===== src/rtl/cvxif_mac_pkg.sv =====
// Shared constants and types for the CV-X-IF multiply-accumulate coprocessor.
// Latch struct widths follow PKG_XLEN/PKG_ID_WIDTH; keep them equal to the top's parameters.
package cvxif_mac_pkg;

  localparam int PKG_XLEN     = 32;
  localparam int PKG_ID_WIDTH = 4;

  localparam logic [6:0] OPCODE_CUSTOM0 = 7'b0001011;
  localparam logic [2:0] FUNCT3_MAC     = 3'b000;
  localparam logic [2:0] FUNCT3_CLR     = 3'b001;
  localparam logic [2:0] FUNCT3_RD      = 3'b010;

  typedef enum logic [1:0] {
    S_IDLE,
    S_WAIT_COMMIT,
    S_EXEC,
    S_RESP
  } state_e;

  typedef struct packed {
    logic [PKG_ID_WIDTH-1:0] id;
    logic [4:0]              rd;
    logic [2:0]              funct3;
    logic [PKG_XLEN-1:0]     rs1;
    logic [PKG_XLEN-1:0]     rs2;
  } issue_latch_t;

  function automatic logic is_mac_funct3(input logic [2:0] f);
    return (f == FUNCT3_MAC) || (f == FUNCT3_CLR) || (f == FUNCT3_RD);
  endfunction

endpackage


===== src/rtl/cvxif_mac_decoder.sv =====
// Combinational decode of offered instruction words into accept, op and rd.
module cvxif_mac_decoder
  import cvxif_mac_pkg::*;
(
  input  logic [31:0] instr,
  output logic        accept,
  output logic [2:0]  op,
  output logic [4:0]  rd
);

  logic unused_bits;

  assign op          = instr[14:12];
  assign rd          = instr[11:7];
  assign accept      = (instr[6:0] == OPCODE_CUSTOM0) && is_mac_funct3(instr[14:12]);
  assign unused_bits = ^instr[31:15];

endmodule


===== src/rtl/cvxif_mac_copro.sv =====
// CV-X-IF responder: single-outstanding custom-0 MAC/CLR/RD over a private accumulator.
//   state         | meaning
//   S_IDLE        | ready for an offload; same-cycle commit may skip straight to EXEC
//   S_WAIT_COMMIT | holding latched operands until commit/kill for our id
//   S_EXEC        | fixed-latency countdown; result and acc update at cnt==0
//   S_RESP        | result presented until result_ready_i
module cvxif_mac_copro
  import cvxif_mac_pkg::*;
#(
  parameter int XLEN       = PKG_XLEN,
  parameter int IdWidth    = PKG_ID_WIDTH,
  parameter int MulLatency = 3
) (
  input  logic               clk_i,
  input  logic               rst_i,
  input  logic               issue_valid_i,
  output logic               issue_ready_o,
  input  logic [31:0]        issue_instr_i,
  input  logic [IdWidth-1:0] issue_id_i,
  input  logic [XLEN-1:0]    issue_rs1_i,
  input  logic [XLEN-1:0]    issue_rs2_i,
  output logic               issue_accept_o,
  output logic               issue_writeback_o,
  input  logic               commit_valid_i,
  input  logic [IdWidth-1:0] commit_id_i,
  input  logic               commit_kill_i,
  output logic               result_valid_o,
  input  logic               result_ready_i,
  output logic [IdWidth-1:0] result_id_o,
  output logic [XLEN-1:0]    result_data_o,
  output logic [4:0]         result_rd_o,
  output logic               result_we_o
);

  localparam int CntW = (MulLatency > 1) ? $clog2(MulLatency) : 1;
  localparam logic [CntW-1:0] CNT_INIT = CntW'(MulLatency - 1);

  state_e            state;
  issue_latch_t      lat;
  logic [CntW-1:0]   cnt;
  logic [XLEN-1:0]   acc;
  logic [XLEN-1:0]   mac_sum;
  logic              dec_accept;
  logic [2:0]        dec_op;
  logic [4:0]        dec_rd;
  logic              issue_commit_hit;
  logic              wait_commit_hit;

  cvxif_mac_decoder u_decoder (
    .instr  (issue_instr_i),
    .accept (dec_accept),
    .op     (dec_op),
    .rd     (dec_rd)
  );

  assign issue_accept_o    = dec_accept;
  assign issue_writeback_o = dec_accept;

  assign mac_sum          = acc + lat.rs1 * lat.rs2;
  assign issue_commit_hit = commit_valid_i && (commit_id_i == issue_id_i);
  assign wait_commit_hit  = commit_valid_i && (commit_id_i == lat.id);

  always_ff @(posedge clk_i or posedge rst_i) begin
    if (rst_i) begin
      state          <= S_IDLE;
      lat            <= '0;
      cnt            <= '0;
      acc            <= '0;
      issue_ready_o  <= 1'b1;
      result_valid_o <= 1'b0;
      result_id_o    <= '0;
      result_data_o  <= '0;
      result_rd_o    <= '0;
      result_we_o    <= 1'b0;
    end else begin
      case (state)
        S_IDLE: begin
          if (issue_valid_i && dec_accept) begin
            lat <= '{id: issue_id_i, rd: dec_rd, funct3: dec_op,
                     rs1: issue_rs1_i, rs2: issue_rs2_i};
            if (issue_commit_hit) begin
              // A same-cycle kill simply leaves us idle.
              if (!commit_kill_i) begin
                state         <= S_EXEC;
                cnt           <= CNT_INIT;
                issue_ready_o <= 1'b0;
              end
            end else begin
              state         <= S_WAIT_COMMIT;
              issue_ready_o <= 1'b0;
            end
          end
        end
        S_WAIT_COMMIT: begin
          if (wait_commit_hit) begin
            if (commit_kill_i) begin
              state         <= S_IDLE;
              issue_ready_o <= 1'b1;
            end else begin
              state <= S_EXEC;
              cnt   <= CNT_INIT;
            end
          end
        end
        S_EXEC: begin
          if (cnt == '0) begin
            case (lat.funct3)
              FUNCT3_MAC: begin
                acc           <= mac_sum;
                result_data_o <= mac_sum;
              end
              FUNCT3_CLR: begin
                acc           <= '0;
                result_data_o <= acc;
              end
              default: result_data_o <= acc;
            endcase
            result_id_o    <= lat.id;
            result_rd_o    <= lat.rd;
            result_we_o    <= 1'b1;
            result_valid_o <= 1'b1;
            state          <= S_RESP;
          end else begin
            cnt <= cnt - 1'b1;
          end
        end
        S_RESP: begin
          if (result_ready_i) begin
            result_valid_o <= 1'b0;
            result_we_o    <= 1'b0;
            issue_ready_o  <= 1'b1;
            state          <= S_IDLE;
          end
        end
        default: begin
          state         <= S_IDLE;
          issue_ready_o <= 1'b1;
        end
      endcase
    end
  end

endmodule


===== config.mk =====
export PLATFORM = sky130hd
export DESIGN_NAME = cvxif_mac_copro
export DESIGN_NICKNAME = d
export VERILOG_FILES = /design/src/rtl/cvxif_mac_pkg.sv /design/src/rtl/cvxif_mac_decoder.sv /design/src/rtl/cvxif_mac_copro.sv
export SDC_FILE = /design/constraint.sdc
export NUM_CORES = 2
export LEC_CHECK = 0
export ABC_CLOCK_PERIOD_IN_PS = 11380
export CORE_AREA = 2 2 199 201
export CTS_BUF_LIST = sky130_fd_sc_hd__clkbuf_2 sky130_fd_sc_hd__clkbuf_4 sky130_fd_sc_hd__clkbuf_8
export CTS_CLUSTER_SIZE = 25
export DETAILED_ROUTE_END_ITERATION = 8
export DIE_AREA = 0 0 201 203
export GPL_ROUTABILITY_DRIVEN = 1
export GPL_TIMING_DRIVEN = 0
export PLACE_DENSITY = 0.8
export SYNTH_ARGS = -nofsm -noshare
export SYNTH_HDL_FRONTEND = slang
export SYNTH_SLANG_ARGS = --single-unit

===== constraint.sdc =====
create_clock -name clk_i -period 11.38 [get_ports clk_i]
set_input_delay 2.276 -clock clk_i [delete_from_list [all_inputs] [get_ports clk_i]]
set_output_delay 2.276 -clock clk_i [all_outputs]
set_load 0.02 [all_outputs]

* Yosys cells after proc, flatten, opt, wreduce, memory -nomap -nowiden
Index checks and enable logic that the tools add are counted.
** Storage, ports and cells
- Output and inout port bits :: 46
- Latch bits :: 0
- Register bits after elaboration :: 155
- Logic and storage cells :: 80
- Memories :: 0
- Bits of input ports :: 110
- Memory bits (writable) :: 0
- Bits in read-only memories :: 0
** Operators by class
- Multipliers :: 1
- Reduce and logical (&&, ||, !) cells :: 21
- Divide/modulo/power cells :: 0
- Bitwise operators :: 0
- Shift-type cells :: 0
- Equal/unequal tests :: 17
- Magnitude comparators :: 0
- Add/sub/neg operators :: 2
- Multiplexer cells :: 26
** Operators by type and width (count)
- one-hot mux 32 bit (2 select lines) :: 1
- adder 32 bit :: 1
- multiplier 32 x 32 -> 32 bit :: 1
- 2-to-1 mux 32 bit :: 1
- 2-to-1 mux 2 bit :: 12
- != test 2 bit, second input constant :: 7
- AND reduction 5 bit :: 2
- equality test 4 bit :: 2
- 2-to-1 mux 1 bit :: 8
- one-hot mux 2 bit (4 select lines) :: 1
- equality test 7 x 4 -> 1 bit, second input constant :: 1
- equality test 3 x 1 -> 1 bit, second input constant :: 2
- zero test 3 bit :: 2
- one-hot mux 2 bit (3 select lines) :: 1
- AND reduction 3 bit :: 2
- AND reduction 6 bit :: 1
- nonzero test 3 bit :: 2
- equality test 2 bit, second input constant :: 2
- logical AND 1 bit :: 4
- zero test 2 bit :: 2
- AND reduction 2 bit :: 2
- nonzero test 2 bit :: 2
- equality test 3 x 2 -> 1 bit, second input constant :: 1
- != test 3 bit, second input constant :: 1
- other kinds (5) :: 6

* Logic depth before layout (Yosys ltp)
- Depth after elaboration :: 7
- Depth in mapped cells :: 30

* Hierarchy
From an unflattened synthesis, not the netlist that was laid out.
** Unflattened totals
- Cell total of the unflattened synthesis :: 2357
- Area, all modules :: 23043.4 um2
** By module, submodules not included
- cvxif_mac_copro :: area an instance 22948.3 um2, instances 1, cells each 2345, seq. area each 3880.0 um2
- cvxif_mac_decoder :: area an instance 95.1 um2, instances 1, cells each 12, seq. area each 0.0 um2

* Worst setup path before layout
No wires, ideal clock.
- Kind :: flip-flop to flip-flop
- Start :: register lat[4] (netlist name)
- End :: register result_data_o[29]
- Library setup time :: 0.126 ns
- Cell stages (with the launch flop) :: 29
- Buffers on the path :: 3
- Arrival :: 7.141 ns
- Required time :: 11.254 ns
- Setup slack :: 4.113 ns
- Cell sequence :: dfrtp_1 -> clkbuf_1 -> clkbuf_1 -> and2_1 -> fa_1 -> fa_1 -> fa_1 -> inv_1 -> fa_1 -> inv_1 -> fa_1 -> inv_1 -> fa_1 -> inv_1 -> fa_1 -> inv_1 -> fa_1 -> inv_1 -> ha_1 -> buf_6 -> a21o_1 -> a221o_1 -> a21o_1 -> a21oi_2 -> a21bo_2 -> a31oi_2 -> o21ai_1 -> xor2_1 -> a221o_1
** Between the ends
- Longest elaborated chain between the ends :: 3
** RTL lines
- start, declared :: RTL line cvxif_mac_copro.sv:39 : issue_latch_t lat;
- start signal, assigned :: RTL line cvxif_mac_copro.sv:79 : lat <= '{id: issue_id_i, rd: dec_rd, funct3: dec_op,
- multiplier 32 x 32 -> 32 bit :: RTL line cvxif_mac_copro.sv:59 : assign mac_sum = acc + lat.rs1 * lat.rs2;
- adder 32 bit :: RTL line cvxif_mac_copro.sv:59
- 2-to-1 mux 32 bit :: RTL line cvxif_mac_copro.sv:107 : case (lat.funct3)
- end signal, assigned :: RTL line cvxif_mac_copro.sv:110 : result_data_o <= mac_sum;
- end, declared :: RTL line cvxif_mac_copro.sv:30 : output logic [XLEN-1:0] result_data_o,
No other way between the ends.
A chain may end at the register's enable or synchronous reset.

* Worst setup path after layout
- Start :: register lat[36] (netlist name)
- End :: register result_data_o[29]
Same word-level chain as after synthesis.

==> impl_metrics.yaml <==
drt:
  routed_via_density: 5.63
  drt-total-wl_um: 67800
  drcViolationCount: 0
  ant_nets: 0
  first_pass_iters: 7
  dr_total_vias: 17100
  drt-wirelength-per-cell_um: 22.4
  first_iter_violations: 1309
layout:
  nFillCells: 3114
  most-common-layout-cells: "inv_1, fa_1, and2_1, nand2_1, dfrtp_1"
  final_common_cell: "inv_1"
  layout.nets: 3173
  seq_area_mm2: 0.00388
  final_cell_count_no_fill: 3031
  drive_gt1_share_pct: 5.97
  antennaDiodeCount: 0
  multi_input_area_mm2: 0.0167
  syn2layout_area_growth_pct: 10.7
global_route:
  grt_max_degree: 102
  grt_pass1_vias: 18600
  grt_usage_pct: 35.0
  grt_overflow: 0
  antenna_found_initial: 2
  grt_first_pass_wirelength_um: 106000
power_and_ir_drop:
  p_leak_uw: 0.0130
  vdd_drop_max_v: 0.0000931
  p_per_area_mw_per_mm2: 49.1
logic_synthesis:
  async_flop_share_pct: 100
  ys_warn_count: 0
  synth_seq_cells: 155
  synth.distinct_cells: 68
  synth_cells: 2342
  synth.avg_cell_area_um2: 9.80
  syn_area_mm2: 0.0229
  seq_area_frac_synth_pct: 16.9
  synth_edf_count: 0
  synth_flop_cell: "dfrtp_1"
  synth_fp_nets: 3015
sta:
  slew_violations: 0
  setup_viol: 0
  tns_ns: 0
  fin_skew_ns: 0.0211
  timing_hold_violations_final: 0
  final.period_utilization_pct: 77.2
  layout_min_cycle_time_ns: 8.79
  fmax_mhz: 114
  slew_headroom_pct: 13.8
  grt_setup_unrepaired: "false"
  tightest_slew_ns: 1.29
worst_setup_path:
  cp_top_family: "adder cells"
  critPathRequiredTime_ns: 11.78
  cpMaxStageDelayCell: "clkbuf_1"
  cp.buffers_inverters: 11
  start_kind: "register"
  worstPathMaxFanout: 10
  crit_path_max_incr_delay_ns: 0.95
  critPathKind: "reg2reg"
  cp.arrival_ns: 9.19
  endpoint_kind: "register"
cts:
  ctsHoldBuffers: 0
  htreeDepth: 4
  cts_root_buffer: "clkbuf_8"
  clockBufferDepth: 2
  cts_tree: "done"
  clkLatencyLatePin_ns: 0.52
  cts_resized: 0
  numCtsBuffers: 17
  clk_pin_slew_ns: 0.10
  post_cts_buffers: 0
  cts_num_sinks: 155
floorplan:
  die_area_mm2: 0.0408
  row_count: 72
  core-area_mm2: 0.0385
  io_pins: 156
  die_h_um: 203
  die_w_um: 201
  initial_core_util_pct: 59.6
place:
  place_inst: 2999
  dp.final_hpwl_um: 55700
  gp_congestion: 1.01
  portBuffers: 138
status:
  status: "completed"
hold_path:
  hold_class: "reg2reg"
job:
  drv_cap: 0
==> metal layers <==
| metal | GRT usage [%] | vias to the layer above | wire length, µm |
|---|---|---|---|
| li1 | - | 7276 | - |
| met1 | 45.4 | 8778 | 25800 |
| met2 | 54.1 | 856 | 30800 |
| met3 | 10.2 | 162 | 7540 |
| met4 | 17.1 | 2 | 3710 |
| met5 | 0 | - | 18 |
==> Yosys cell counts (2+ instances only) <==
master    instances  share of area (%)
inv_1           505                8.3
fa_1            438                 38
and2_1          318                8.7
nand2_1         276                4.5
dfrtp_1         154                 17
ha_1            125                6.8
clkbuf_1        108                1.8
mux2_2           84                4.1
xnor2_1          65                2.5
a21oi_1          29               0.63
xor2_1           26               0.99
nor2_1           25               0.41
o21ai_0          24               0.52
a21o_1           21               0.69
a22oi_1          17               0.56
a221o_1           9               0.39
nor3_1            9               0.20
a22o_1            8               0.31
a222oi_1          7               0.31
buf_2             7               0.15
nand3_1           7               0.15
nand4_1           5               0.14
o21a_1            5               0.16
nand2b_1          4               0.11
a31oi_1           3              0.082
and3_1            3              0.082
buf_1             3              0.049
nor2b_1           3              0.082
nor4_1            3              0.082
a211oi_1          2              0.065
a21oi_2           2              0.076
a221oi_1          2              0.076
a41oi_1           2              0.076
buf_4             2              0.065
buf_6             2              0.098
nand3b_1          2              0.065
o21ai_1           2              0.044
o21ba_2           2              0.087
o21bai_1          2              0.065
o31ai_1           2              0.065
or3_1             2              0.055
==> report_power, final <==
part / leakage, µW / total (µW) / switching, µW / internal, µW
registers: 0.00214 / 586 / 20.4 / 566
logic: 0.0106 / 225 / 144 / 81.6
clock network: 0.000192 / 435 / 266 / 169
==> worst reg2reg max path, delay by kind of cell, from the launching register on <==
family	cells	cell delay (ns)
AND/OR/NAND/NOR	1	0.24
adder cells (fa/ha/maj)	9	3.78
buffers and inverters	11	2.28
flip-flops	1	0.35
AO/OA/AOI/OAI	8	1.83
XOR/XNOR	1	0.20
==> sequential cells by signal (all words and copies together), names as in the netlist <==
name	flops
lat	76
issue_ready_o	1
acc	32
result_data_o	32
state	2
result_rd_o	5
result_id_o	4
result_we_o	1
cnt	2
==> through the flow <==
step                      instance area [µm²]  power [µW]  setup WS, ns  hold WS [ns]  utilization [%]
after detailed placement                25000         816          2.79         0.492             65.0
after global routing                    25400        1290          2.36         0.537             66.0
after CTS                               25400        1250          2.76         0.516             66.0
after floorplan                         22900         703          4.11         0.469                -
after global placement                  25000         808          2.85         0.484             64.9
final                                   25400        1250          2.59         0.512             66.0
==> final cells by class <==
| cell class | count | share of cell area (%) |
|---|---|---|
| Sequential cell | 155 | 15.3 |
| Clock buffer | 18 | 0.975 |
| Tap cell | 518 | 2.55 |
| Clock inverter | 14 | 0.606 |
| Inverter | 506 | 7.50 |
| Timing Repair Buffer | 139 | 5.55 |
| Multi-Input combinational cell | 1558 | 65.6 |
| Buffer | 123 | 1.98 |
==> cell families after synthesis <==
family,Yosys count,synth area share (%)
flip-flops,155,16.9
buffers and inverters,629,10.5
adder cells (fa/ha/maj),563,45.0
AND/OR/NAND/NOR,668,15.1
AO/OA/AOI/OAI,150,4.78
multiplexers,85,4.17
XOR/XNOR,92,3.57
==> path summary, 6_finish.rpt <==
| path | from | to | slack (ns) | cells after the start |
|---|---|---|---|---|
| worst min register to register | lat[68]$_DFFE_PP0P_ | lat[68]$_DFFE_PP0P_ | 0.51 | 1 |
| worst max register to register | lat[36]$_DFFE_PP0P_ | result_data_o[29]$_DFFE_PP0P_ | 2.59 | 30 |
| worst max-delay path | lat[36]$_DFFE_PP0P_ | result_data_o[29]$_DFFE_PP0P_ | 2.59 | 30 |
| max in group asynchronous | rst_i | acc[13]$_DFFE_PP0P_ | 8.27 | 3 |
| min in group asynchronous | rst_i | lat[43]$_DFFE_PP0P_ | 2.20 | 2 |
| worst min-delay path | lat[68]$_DFFE_PP0P_ | lat[68]$_DFFE_PP0P_ | 0.51 | 1 |
No activity file was read; power rests on OpenSTA's default activity.
